==> config.mk <==
export PLATFORM = sky130hd
export DESIGN_NAME = shreg194_ctrl
export DESIGN_NICKNAME = d
export VERILOG_FILES = /design/src/rtl/shreg194_pkg.sv /design/src/rtl/shreg194_cnt.sv /design/src/rtl/shreg194_ctrl.sv
export SDC_FILE = /design/constraint.sdc
export NUM_CORES = 1
export LEC_CHECK = 0
export BUFFER_PORTS_ARGS = -buffer_cell sky130_fd_sc_hd__buf_2
export CAP_MARGIN = 20
export CORE_ASPECT_RATIO = 1.2
export CORE_UTILIZATION = 44
export CTS_CLUSTER_DIAMETER = 150
export DETAILED_ROUTE_END_ITERATION = 10
export PLACE_DENSITY = 0.74
export SETUP_SLACK_MARGIN = 0.3
export SYNTH_ARGS = -nofsm -noshare
export SYNTH_HDL_FRONTEND = slang
export SYNTH_SLANG_ARGS = --single-unit
==> constraint.sdc <==
create_clock -name clk -period 1.4 [get_ports clk]
set_clock_uncertainty 0.15 [all_clocks]
set_input_delay 0.07 -clock clk [delete_from_list [all_inputs] [get_ports clk]]
set_output_delay 0.07 -clock clk [all_outputs]
set_load 0.02 [all_outputs]
==> src/rtl/shreg194_pkg.sv <==
// Shared op codes, chain mode encodings and FSM states for the sn74ls194 chain sequencer.
package shreg194_pkg;

    localparam logic [2:0] OP_NOP  = 3'b000;
    localparam logic [2:0] OP_CLR  = 3'b001;
    localparam logic [2:0] OP_LOAD = 3'b010;
    localparam logic [2:0] OP_SHR  = 3'b011;
    localparam logic [2:0] OP_SHL  = 3'b100;
    localparam logic [2:0] OP_ROR  = 3'b101;
    localparam logic [2:0] OP_ROL  = 3'b110;
    localparam logic [2:0] OP_NOP2 = 3'b111;

    localparam logic [1:0] MODE_HOLD = 2'b00;
    localparam logic [1:0] MODE_SHR  = 2'b01;
    localparam logic [1:0] MODE_SHL  = 2'b10;
    localparam logic [1:0] MODE_LOAD = 2'b11;

    typedef enum logic [2:0] {
        ST_IDLE  = 3'd0,
        ST_CLEAR = 3'd1,
        ST_LOAD  = 3'd2,
        ST_RUN   = 3'd3,
        ST_DONE  = 3'd4
    } state_t;

    function automatic logic is_shift(input logic [2:0] op);
        return (op == OP_SHR) || (op == OP_SHL) || (op == OP_ROR) || (op == OP_ROL);
    endfunction

    // Rotates use the same chain mode as the matching shift; only the serial fill differs.
    function automatic logic [1:0] op_mode(input logic [2:0] op);
        case (op)
            OP_SHR, OP_ROR: return MODE_SHR;
            OP_SHL, OP_ROL: return MODE_SHL;
            default:        return MODE_HOLD;
        endcase
    endfunction

endpackage

==> src/rtl/shreg194_cnt.sv <==
// Loadable down-counter; term flags the last cycle of a run (count == 1).
module shreg194_cnt #(
    parameter int CNT_W = 4
) (
    input  logic             clk,
    input  logic             clr,
    input  logic             load,
    input  logic             dec,
    input  logic [CNT_W-1:0] din,
    output logic [CNT_W-1:0] count,
    output logic             term
);

    always_ff @(posedge clk) begin
        if (clr)       count <= '0;
        else if (load) count <= din;
        else if (dec)  count <= count - CNT_W'(1);
    end

    assign term = (count == CNT_W'(1));

endmodule

==> src/rtl/shreg194_ctrl.sv <==
// Command sequencer for a cascaded sn74ls194 chain (clear/load/shift/rotate by N).
// Define SHREG194_CTRL_VERIFY_EN to add the sticky err readback check after load/clear.
module shreg194_ctrl
    import shreg194_pkg::*;
#(
    parameter int WIDTH = 4,
    parameter int CNT_W = 4
) (
    input  logic             clk,
    input  logic             clr,
    input  logic             cmd_valid,
    output logic             cmd_ready,
    input  logic [2:0]       cmd_op,
    input  logic [CNT_W-1:0] cmd_cnt,
    input  logic [WIDTH-1:0] cmd_data,
    input  logic             cmd_sin,
    output logic             done,
    output logic             reg_clr_n,
    output logic             reg_s1,
    output logic             reg_s0,
    output logic             reg_r,
    output logic             reg_l,
    output logic [WIDTH-1:0] reg_d,
`ifdef SHREG194_CTRL_VERIFY_EN
    output logic             err,
`endif
    input  logic [WIDTH-1:0] reg_q
);

    state_t           state;
    logic [2:0]       op_q;
    logic             sin_q;
    logic [1:0]       mode;
    logic             accept;
    logic             in_run;
    logic [CNT_W-1:0] count;
    logic             term;

    assign accept = cmd_valid && cmd_ready;
    assign in_run = (state == ST_RUN);
    assign reg_s1 = mode[1];
    assign reg_s0 = mode[0];

    shreg194_cnt #(.CNT_W(CNT_W)) u_cnt (
        .clk   (clk),
        .clr   (clr),
        .load  (accept),
        .dec   (in_run),
        .din   (cmd_cnt),
        .count (count),
        .term  (term)
    );

    // Outputs are registered from the next state, so each pin is valid for the whole cycle.
    always_ff @(posedge clk) begin
        if (clr) begin
            state     <= ST_IDLE;
            cmd_ready <= 1'b1;
            done      <= 1'b0;
            reg_clr_n <= 1'b1;
            mode      <= MODE_HOLD;
            reg_d     <= '0;
            op_q      <= OP_NOP;
            sin_q     <= 1'b0;
        end else begin
            done      <= 1'b0;
            reg_clr_n <= 1'b1;
            mode      <= MODE_HOLD;
            reg_d     <= '0;
            cmd_ready <= 1'b0;
            case (state)
                ST_IDLE: begin
                    cmd_ready <= 1'b1;
                    if (accept) begin
                        cmd_ready <= 1'b0;
                        op_q      <= cmd_op;
                        sin_q     <= cmd_sin;
                        if (cmd_op == OP_CLR) begin
                            state     <= ST_CLEAR;
                            reg_clr_n <= 1'b0;
                        end else if (cmd_op == OP_LOAD) begin
                            state <= ST_LOAD;
                            mode  <= MODE_LOAD;
                            reg_d <= cmd_data;
                        end else if (is_shift(cmd_op) && (cmd_cnt != '0)) begin
                            state <= ST_RUN;
                            mode  <= op_mode(cmd_op);
                        end else begin
                            state <= ST_DONE;
                            done  <= 1'b1;
                        end
                    end
                end
                ST_CLEAR, ST_LOAD: begin
                    state <= ST_DONE;
                    done  <= 1'b1;
                end
                ST_RUN: begin
                    if (term) begin
                        state <= ST_DONE;
                        done  <= 1'b1;
                    end else begin
                        mode <= op_mode(op_q);
                    end
                end
                ST_DONE: begin
                    state     <= ST_IDLE;
                    cmd_ready <= 1'b1;
                end
                default: begin
                    state     <= ST_IDLE;
                    cmd_ready <= 1'b1;
                end
            endcase
        end
    end

    // Rotate fill comes straight from live q so the wrapped bit is the one about to fall off.
    always_comb begin
        reg_r = 1'b0;
        reg_l = 1'b0;
        if (in_run) begin
            case (op_q)
                OP_SHR:  reg_r = sin_q;
                OP_ROR:  reg_r = reg_q[WIDTH-1];
                OP_SHL:  reg_l = sin_q;
                OP_ROL:  reg_l = reg_q[0];
                default: ;
            endcase
        end
    end

`ifdef SHREG194_CTRL_VERIFY_EN
    logic [WIDTH-1:0] data_q;

    always_ff @(posedge clk) begin
        if (clr) begin
            data_q <= '0;
            err    <= 1'b0;
        end else if (accept) begin
            data_q <= cmd_data;
            err    <= 1'b0;
        end else if (state == ST_DONE) begin
            if ((op_q == OP_LOAD) && (reg_q != data_q)) err <= 1'b1;
            if ((op_q == OP_CLR) && (reg_q != '0))      err <= 1'b1;
        end
    end
`endif

endmodule

==> impl_results.md, run 1 <==
- Largest net degree at the start of global routing: 12
- First-pass detailed-route iteration total: 7
- Synth cell types: 33
- Post-Syn Instances: ~110
- Clock transition at path regs: approximately 0.12 ns
- Final hold violation count: 3
- I/O pin total: 30
- Starting density of the core: between 40% and 50%
- Clock sink total: 20
- Critical path's slowest cell: dfxtp_4
- Tot GR Track Use: 27.3%
- Grt ovf: 0
- Number of port buffers: 27
- Die Height: 52.4 um
- Crit Reg-Reg Endpoint: op_q[0]
- Pleak: 0.660 nW
- Fin Hold WS: -0.116 ns
- Worst-path fanout max: 2
- Reg2reg path depth: 6
- Crit end category: output port
- Rel. slew slack: 58.9%
- DRT antenna net count: 0
- Final Critical Period: 1.62 ns
- CTS tree: done
- Vias in the first global route: 963
- VDD IR max: about 0.64 mV
- Post-route setup slack: -0.220 ns
- Crit path capture: reg_l
- Syn Area/Cell: 8.85 um^2
- Clock Path Buffers: 2
- Nets: 188
- Critical Path AT: 1.40 ns
- Final setup fails: 20
- # diodes: 0
- Status: finished, violations left
- Row cnt: 17
- Worst path cell trace: nand3b_1 -> buf_4 -> nor4b_4 -> buf_4
- Internal reg-to-reg setup slack: -0.16 ns
- WP data required: 1.18 ns
- Fmax: around 0.62 GHz
- Hold_buf cts: 15
- Synthesized area: 930 um^2
- Total Wirelength: a little under 3 mm
- Violated checks: design-rule violations, negative hold slack, negative setup slack
- H-tree depth: 1
- Worst slack at placement: -0.0871 ns
- Residual DRC count: 1
- First-pass GRT wire length: 4.44 mm
- Startpoint Class: flip-flop
- Final period utilization: 116%
- Synthesized net count: 126
- Vias: 1061
- Detail Placement HPWL: 1.53 mm
- Seq/Total Area, Yosys: 43.1%
- Critical path class: reg2out
- Dpl cell area: 1170 um^2
- Area delta synth->final: 69.3%
- Syn. warnings: 0
- Share of cells above drive strength 1: 47.0%
- RSZ-0062 raised after global routing: yes
- Initial antenna violation count: 0
- Hold Path Class: in2reg
- Clk_lat worst skew: 0.32 ns
- Number of CTS-inserted buffers: 3
- Vias/cell: ~5.7
- Die area: 2300 um^2
- Critical Path Source: state[2]
- Most frequent CP cell: buf_4
- Worst slew pin tran: 0.610 ns
- Die width: 44.0 um
- Max Slew Vio Count: 0
- Reg2Reg Launch Point: state[2]
- Final Cell Area: between 1500 and 2000 um^2
- PD cells: 879 nW/um^2
- Core Footprint: 1910 um^2
- CP max stage delay: between 0.3 and 0.4 ns
- Root Buffer: clkbuf_4
- Maxcap violations: 0
- WL per Instance: 16.0 um
- Yosys reg bits: 20
- Initial DRC Count: 28
- Total power: 0.00138 W
- GP Congestion: 0.848
[worst max-delay path: cells and delay by family, from the launching register on]
family | cells | cell delay [ns]
DFF | 1 | 0.36
and+or+nand+nor | 2 | 0.38
buffers and inverters | 2 | 0.35
[stage by stage]
stage | TNS, ns | util (%) | instances
2_1_floorplan | -1.05 | - | 105
3_3_place_gp | -0.0772 | 61.2 | 154
3_5_place_dp | -0.173 | 61.2 | 154
4_1_cts | -1.25 | 79.4 | 182
5_1_grt | -3.17 | 82.2 | 185
6_report | -2.22 | 82.2 | 185
[Yosys cell counts (all sizes together)]
master,count,area [um^2]
clkbuf,4,15.0
dfxtp,20,400
and3b,1,8.76
xnor2,2,17.5
a31oi,1,6.26
nor4,3,40.0
a211oi,3,22.5
nand4,1,6.26
nand3b,4,30.0
inv,4,15.0
a21oi,6,30.0
and3,1,6.26
nor4b,1,8.76
ha,2,25.0
nor3,1,5.00
nor3b,1,7.51
nor2b,1,6.26
and2,6,37.5
nand4b,1,8.76
or4,1,7.51
o211ai,1,7.51
o311a,1,10.0
o22ai,1,6.26
xor2,2,17.5
o21ai,5,25.0
nand3,3,15.0
nand2,10,40.0
mux2i,5,50.1
nor2,12,45.0
and4,1,8.76
[kinds of logic (layout without fill, tap and decap cells)]
kind of cell | after synthesis | after routing | synth area share (%)
buffers and inverters | 8 | 69 | 3.23
adder cells (fa/ha/maj) | 2 | 2 | 2.69
flip-flops | 20 | 20 | 43.1
AND/OR/NAND/NOR | 48 | 48 | 30.3
XOR/XNOR | 4 | 4 | 3.77
AO/OA/AOI/OAI | 18 | 18 | 11.6
multiplexers | 5 | 5 | 5.38
[state kept, by name, summed over array words and instances (netlist names), 2 cells and up]
signal and cells:
u_cnt.count 4, mode 2, state 3, op_q 3, reg_d 4
[placed cells by master, fill, tap and decap left out, types with 3 or more instances in the layout]
master         netlist  final
buf_2                0     24
dlygate4sd3_1        0     15
buf_4                0     15
dfxtp_1             20     12
nor2_1              12     10
nand2_1              9      8
buf_6                0      7
and2_1               6      6
mux2i_1              5      5
a21oi_1              6      5
nand3b_1             4      4
o21ai_1              0      4
dfxtp_4              0      4
dfxtp_2              0      4
clkbuf_4             0      3
[where the power goes]
part	total (W)	switching, W	leakage, nW	internal, W
clock	0.000348	0.000189	0.0210	0.000159
combinational	0.000376	0.000182	0.472	0.000194
sequential	0.000659	0.0000461	0.167	0.000613
total	0.00138	0.000417	0.660	0.000966
[worst min path at each step]
stage	cells past startpoint	startpoint	endpoint
after floorplan	2	clr	cmd_ready
after global placement	2	cmd_data[2]	reg_d[2]
after detailed placement	2	cmd_data[0]	reg_d[0]
after CTS	3	clr	cmd_ready
after global routing	3	clr	cmd_ready
final	3	clr	cmd_ready
[cell type report]
class	count	area [um^2]
well taps	19	23.8
multi-input cells	77	617
inverters	4	15.0
clock buffers	4	36.3
flip-flops and latches	20	420
repair buffers	61	462
fillers	126	340
[metal layers]
layer  track usage, %  up-vias  wire length, um
met3             4.14        5              122
li1                 -      495                -
met2             50.2       42             1640
met5                0        -                0
met4             15.2        0               62
met1             29.2      519             1130
[what timing repair did]
action	in CTS	in global routing
endpoints found under the hold margin	15	3
pin swaps	15	9
buffers inserted	9	3
setup endpoints to repair	21	23
gates resized for setup	31	7
No activity file was read; power rests on OpenSTA's default activity.
==> run 2, diff against run 1 <==
--- a/config.mk
+++ b/config.mk
@@ -8,11 +8,12 @@
 export BUFFER_PORTS_ARGS = -buffer_cell sky130_fd_sc_hd__buf_2
 export CAP_MARGIN = 20
 export CORE_ASPECT_RATIO = 1.2
-export CORE_UTILIZATION = 44
+export CORE_UTILIZATION = 45
 export CTS_CLUSTER_DIAMETER = 150
 export DETAILED_ROUTE_END_ITERATION = 10
 export PLACE_DENSITY = 0.74
 export SETUP_SLACK_MARGIN = 0.3
 export SYNTH_ARGS = -nofsm -noshare
 export SYNTH_HDL_FRONTEND = slang
+export SYNTH_HIERARCHICAL = 1
 export SYNTH_SLANG_ARGS = --single-unit
==> impl_results.md, run 2 <==
- DRT antenna net count: 0 (unchanged)
- Hold Path Class: in2reg
- Share of cells above drive strength 1: 51.2% (+4.2 points)
- Final Critical Period: 1.56 ns (-0.0576 ns)
- Startpoint Class: flip-flop
- Most common cell after layout, fill and taps aside: buf_2
- Internal power: 0.000948 W (-1.9%)
- Reg2Reg Launch Point: u_cnt/count[1]
- Worst slack at placement: -0.0527 ns (+0.0344 ns)
- Final setup fails: 14 (-30%)
- Worst-path fanout max: 3 (+1)
- RSZ-0062 raised after global routing: yes
- # diodes: 0 (unchanged)
- Number of synthesized flops with an enable pin: 0 (unchanged)
- Worst Min Path Start: clr
- Comb pwr share: 30.3% (+3.1 points)
- Number of CTS-inserted buffers: 3 (unchanged)
- Starting density of the core: 48.1% (-0.41 points)
- Pleak: 0.702 nW (+6.3%)
- Status: finished, violations left
- Die area: 2440 um^2 (+5.8%)
- Post-route setup slack: -0.163 ns (+0.0576 ns)
- First-pass GRT wire length: 4.35 mm (-2.0%)
- Seq/Total Area, Yosys: 39.7% (-3.4 points)
- Vias in the first global route: 976 (+1.3%)
- Vias/cell: 5.20 (-9.4%)
- Residual DRC count: 0 (-1)
- Post-Syn Instances: 106 (+0.95%)
- Worst slew pin tran: 0.408 ns (-0.202 ns)
- Root Buffer: clkbuf_4
- Rel. slew slack: 72.6% (+14 points)
- First-pass detailed-route iteration total: 4 (-3)
- Filler cell count: 144 (+14%)
- Final period utilization: 112% (-4.1 points)
- Grt ovf: 0 (unchanged)
- Most frequent cells in the layout: buf_2, dlygate4sd3_1, buf_4
- Largest net degree at the start of global routing: 12 (unchanged)
- Reg power frac: 47.9% (+0.3 points)
- Crit end category: flip-flop
- Top cells by area, synth: dfxtp_1, mux2i_1, a21oi_1
- Sw Share: 30.4% (+0.24 points)
- Die width: 45.2 um (+2.9%)
- Total power: 0.00136 W (-1.5%)
- Reg2reg path depth: 7 (+1)
- Internal reg-to-reg setup slack: -0.16 ns (about the same)
- CTS tree: done
- Post-synthesis async set-or-reset flop share: 0% (unchanged)
- Critical path class: reg2reg
- Violated checks: negative hold slack, negative setup slack
- Synth cell types: 38 (+15%)
- Die Height: 53.9 um (+2.9%)
- Post-synth top area share: 39.7% (-3.4 points)
- Critical Path AT: 1.62 ns (+0.22 ns)
- Commonest cells in the synthesized netlist: dfxtp_1, a21oi_1, nor2_1, and2_1, mux2i_1
- I/O pin total: 30 (unchanged)
- Total Wirelength: 3.10 mm (+4.8%)
- Clock transition at path regs: 0.12 ns (about the same)
- WL per Instance: 15.6 um (-2.0%)
- Synthesized net count: 127 (+0.79%)
- Clock sink total: 20 (unchanged)
- Cell taking the most area after synthesis: dfxtp_1
- H-tree depth: 1 (unchanged)
- Crit Reg-Reg Endpoint: state[2]
- Maxcap violations: 0 (unchanged)
- Detail Placement HPWL: 1.63 mm (+6.4%)
- Initial antenna violation count: 0 (unchanged)
- Hold Path Stages: 3 (unchanged)
- Largest registers: reg_d: 4 flops, u_cnt/count: 4 flops
- VDD IR max: 0.719 mV (+12%)
- Row cnt: 18 (+1)
- Fin Setup TNS: -1.40 ns (+0.823 ns)
- Core Footprint: 2090 um^2 (+9.4%)
- Nets: 190 (+1.1%)
- Switching power: 0.000414 W (-0.73%)
- Fmax: 0.640 GHz (+3.7%)
- Syn. warnings: 6 (+6)
- Area delta synth->final: 64.3%
- Vias: 1029 (-3.0%)
- Yosys reg bits: 20 (unchanged)
- Syn Area/Cell: 9.51 um^2 (+7.5%)
- Most common cell in the netlist: dfxtp_1
- Clock power frac: 21.8% (-3.4 points)
- WP data required: 1.45 ns (+0.27 ns)
- Clock Path Buffers: 2 (unchanged)
- Synthesized area: 1010 um^2 (+8.5%)
- Initial DRC Count: 25 (-11%)
- GP Congestion: 0.788 (-7.1%)
- Number of port buffers: 27 (unchanged)
- Clk_lat worst skew: 0.32 ns (about the same)
- PD cells: 822 nW/um^2 (-6.4%)
- Worst hold endpoint: cmd_ready
- Tot GR Track Use: 25.7% (-1.6 points)
- Final hold violation count: 2 (-1)
- Fin Hold WS: -0.144 ns (-0.0284 ns)
- Top FF cell, synth: dfxtp_1
- Max Slew Vio Count: 0 (unchanged)
-- run 2: cell count changes after synthesis, sizes merged, moves of 2 or more --
| cell | previous run | this run |
|---|---|---|
| nand2 | 10 | 5 |
| a211oi | 3 | 0 |
| a21oi | 6 | 9 |
| a22o | 0 | 2 |
| and2 | 6 | 8 |
| and3b | 1 | 3 |
| nand3b | 4 | 2 |
| nor2 | 12 | 10 |
| nor4 | 3 | 1 |
| o21a | 0 | 2 |
-- run 2: layout make-up --
class / count / area [um^2] / area share, %
Clock buffer: 4 / 26.3 / 1.59
Timing Repair Buffer: 63 / 492 / 29.7
Inverter: 4 / 15.0 / 0.906
Sequential cell: 20 / 418 / 25.2
Tap cell: 30 / 37.5 / 2.27
Multi-Input combinational cell: 77 / 668 / 40.3
-- run 2: power groups by stage --
stage               clock network [W]  registers [W]  logic (W)
floorplan                           0       0.000671   0.000170
global placement                    0       0.000660   0.000274
detailed placement                  0       0.000661   0.000282
CTS                          0.000298       0.000648   0.000354
global route                 0.000332       0.000657   0.000438
finish                       0.000296       0.000652   0.000413
-- run 2: logic make-up after synthesis --
group | synth area share (%)
flip-flops | 39.7
multiplexers | 5.96
XOR/XNOR | 3.47
AO/OA/AOI/OAI | 13.6
AND/OR/NAND/NOR | 30.4
buffers and inverters | 4.34
adder cells (fa/ha/maj) | 2.48
-- run 2: repair_timing --
item,4_1_cts,5_1_grt
hold buffers,16,1
pin swaps,9,13
resized for setup,18,15
hold endpoints to repair,17,3
endpoints found under the setup margin,21,22
buffers inserted,6,4
-- run 2: stage by stage --
step / cell area (um^2) / hold slack, ns / std cells / utilization, %
2_1_floorplan: 1050 / -0.0183 / 106 / -
3_3_place_gp: 1260 / 0.128 / 167 / 60.2
3_5_place_dp: 1260 / 0.134 / 167 / 60.2
4_1_cts: 1560 / -0.145 / 193 / 74.3
5_1_grt: 1660 / -0.144 / 198 / 79.1
6_report: 1660 / -0.144 / 198 / 79.1
-- run 2: worst max-delay path by stage --
| stage | endpoint | depth (start not counted) | startpoint | slack [ns] |
|---|---|---|---|---|
| floorplan | mode[1] | 7 | u_cnt/count[1] | -0.01 |
| global placement | mode[1] | 7 | u_cnt/count[1] | -0.03 |
| detailed placement | mode[0] | 7 | u_cnt/count[1] | -0.05 |
| CTS | reg_r | 4 | state[0] | -0.14 |
| global route | state[1] | 7 | u_cnt/count[1] | -0.21 |
| finish | state[2] | 7 | u_cnt/count[1] | -0.16 |
-- run 2: worst max-delay path: stages (launching register included) --
cell and delay [ns]:
dfxtp_2 0.36, inv_2 0.05, ha_4 0.15, nor3b_4 0.15
nor2b_2 0.18, buf_4 0.14, a21oi_2 0.05, a22o_1 0.23
-- run 2: routing by layer --
metal / up-vias / GRT usage (%) / wire length (um)
met1: 480 / 28.2 / 1210
met3: 11 / 3.02 / 114
met5: - / 0 / 0
li1: 499 / - / -
met4: 0 / 15.2 / 105
met2: 39 / 46.6 / 1670
==> run 3, diff against run 2 <==
==> constraint.sdc (replaced) <==
create_clock -name clk -period 1.4 [get_ports clk]
set_clock_uncertainty 0.15 [all_clocks]
set_input_delay 0.28 -clock clk [delete_from_list [all_inputs] [get_ports clk]]
set_output_delay 0.28 -clock clk [all_outputs]
set_load 0.02 [all_outputs]
==> impl_results.md, run 3 (synthesis results as in run 2) <==
- Fin Setup TNS: -1.39 ns (+0.00640 ns)
- Initial DRC Count: 22 (-12%)
- Maxcap violations: 0 (unchanged)
- Row cnt: 18 (unchanged)
- Grt ovf: 0 (unchanged)
- I/O pin total: 30 (unchanged)
- Worst slew pin tran: 0.394 ns (-0.0143 ns)
- Number of CTS-inserted buffers: 3 (unchanged)
- Clock Path Buffers: 2 (unchanged)
- Vias: 915 (-11%)
- Die Height: 53.9 um (unchanged)
- Final setup fails: 12 (-2)
- Final hold violation count: 0 (-2)
- RSZ-0062 raised after global routing: yes
- Share of cells above drive strength 1: 60.7% (+9.5 points)
- GR Layer Usage met2: 37.2% (-9.4 points)
- First-pass detailed-route iteration total: 4 (unchanged)
- DRT antenna net count: 0 (unchanged)
- Worst path cell trace: and3b_2 -> nor4bb_4 -> buf_4
- Residual DRC count: 0 (unchanged)
- Tot GR Track Use: 19.6% (-6.1 points)
- Detail Placement HPWL: 1.62 mm (-0.86%)
- Hold Path Class: in2reg
- WL per Instance: 12.8 um (-18%)
- Fmax: 0.582 GHz (-9.0%)
- Largest net degree at the start of global routing: 13 (+1)
- Nets: 172 (-9.5%)
- Core Footprint: 2090 um^2 (unchanged)
- Rel. slew slack: 73.6% (+0.96 points)
- M1 GR Usage: 21.2% (-7.0 points)
- Final period utilization: 123% (+11 points)
- Vias/cell: 5.08 (-2.2%)
- Clk_lat worst skew: 0.31 ns (about the same)
- Vias in the first global route: 845 (-13%)
- Clock sink total: 20 (unchanged)
- Critical Path AT: 1.29 ns (-0.33 ns)
- CTS tree: done
- Violated checks: negative setup slack
- Pleak: 0.652 nW (-7.0%)
- Reg power frac: 45.6% (-2.3 points)
- Status: finished, violations left
- # diodes: 0 (unchanged)
- WP data required: 0.97 ns (-0.48 ns)
- Number of port buffers: 27 (unchanged)
- Worst-path fanout max: 3 (unchanged)
- Most common cell after layout, fill and taps aside: buf_4
- GRT met3 Usage: 3.02% (unchanged)
- Startpoint Class: flip-flop
- Worst slack at placement: -0.153 ns (-0.100 ns)
- Critical path's slowest cell: dfxtp_2
- Root Buffer: clkbuf_4
- Clock power frac: 29.2% (+7.4 points)
- Critical path class: reg2out
- Largest registers: reg_d: 4 flops, u_cnt/count: 4 flops
- Crit end category: output port
- GRT busiest layer: met2
- Die width: 45.2 um (unchanged)
- Sw Share: 27.9% (-2.4 points)
- Comb pwr share: 25.2% (-5.1 points)
- GP Congestion: 0.801 (+1.7%)
- Area delta synth->final: 52.0%
- Total Wirelength: 2.30 mm (-26%)
- Clock transition at path regs: 0.12 ns (about the same)
- CP max stage delay: 0.35 ns (about the same)
- Hold_buf cts: 0 (-16)
- PD cells: 927 nW/um^2 (+13%)
- Max Slew Vio Count: 0 (unchanged)
- Initial antenna violation count: 0 (unchanged)
- Internal power: 0.00102 W (+8.0%)
- Die area: 2440 um^2 (unchanged)
- VDD IR max: 0.672 mV (-6.5%)
- First-pass GRT wire length: 3.44 mm (-21%)
- Fin Hold WS: 0.0340 ns (+0.178 ns)
- Post-route setup slack: -0.318 ns (-0.155 ns)
- Most frequent cells in the layout: buf_4, buf_2, dfxtp_2
- H-tree depth: 1 (unchanged)
- Switching power: 0.000397 W (-4.0%)
- Core Util, Final: 73.2% (-5.9 points)
- Final Critical Period: 1.72 ns (+0.155 ns)
- Starting density of the core: 48.1% (unchanged)
run 3: worst max-delay path, delay by kind of cell (launching register included):
| kind | cells | cell delay (ns) |
|---|---|---|
| and+or+nand+nor | 2 | 0.46 |
| DFF | 1 | 0.35 |
| buffers and inverters | 1 | 0.17 |
run 3: per-stage QoR:
stage	power, W	cells	area [um^2]
2_1_floorplan	0.000842	106	1050
3_3_place_gp	0.000948	172	1300
3_5_place_dp	0.000958	172	1300
4_1_cts	0.00140	179	1510
5_1_grt	0.00147	180	1530
6_report	0.00142	180	1530
run 3: layout make-up:
cell class              instances  area, um^2
multi-input cells              77         658
fillers                       166         562
flip-flops and latches         20         423
repair buffers                 45         352
clock buffers                   4        47.5
well taps                      30        37.5
inverters                       4        15.0
run 3: power by group through the flow:
stage | sequential (W) | combinational [W] | clock, W
floorplan | 0.000672 | 0.000171 | 0
global placement | 0.000650 | 0.000298 | 0
detailed placement | 0.000652 | 0.000306 | 0
CTS | 0.000649 | 0.000343 | 0.000413
global route | 0.000653 | 0.000384 | 0.000434
finish | 0.000649 | 0.000358 | 0.000415
run 3: path summary, 6_finish.rpt:
path | from | end | slack, ns | cells after the start
setup / recovery | state[2] | reg_l | -0.32 | 3
hold reg to reg | sin_q | sin_q | 0.39 | 2
hold / removal | cmd_data[1] | reg_d[1] | 0.03 | 2
setup reg to reg | state[0] | u_cnt/count[1] | -0.25 | 6
run 3: timing repair:
action,in CTS,in global routing
setup buffers,3,1
gates resized for setup,47,2
endpoints found under the setup margin,31,31
pin swaps,4,3
run 3: layer usage:
layer	part of all wire, %	wire length (um)	vias up
met5	0	0	-
met4	0.78	18	0
met3	3.4	77	2
met2	53	1220	28
met1	43	982	424
li1	-	-	461
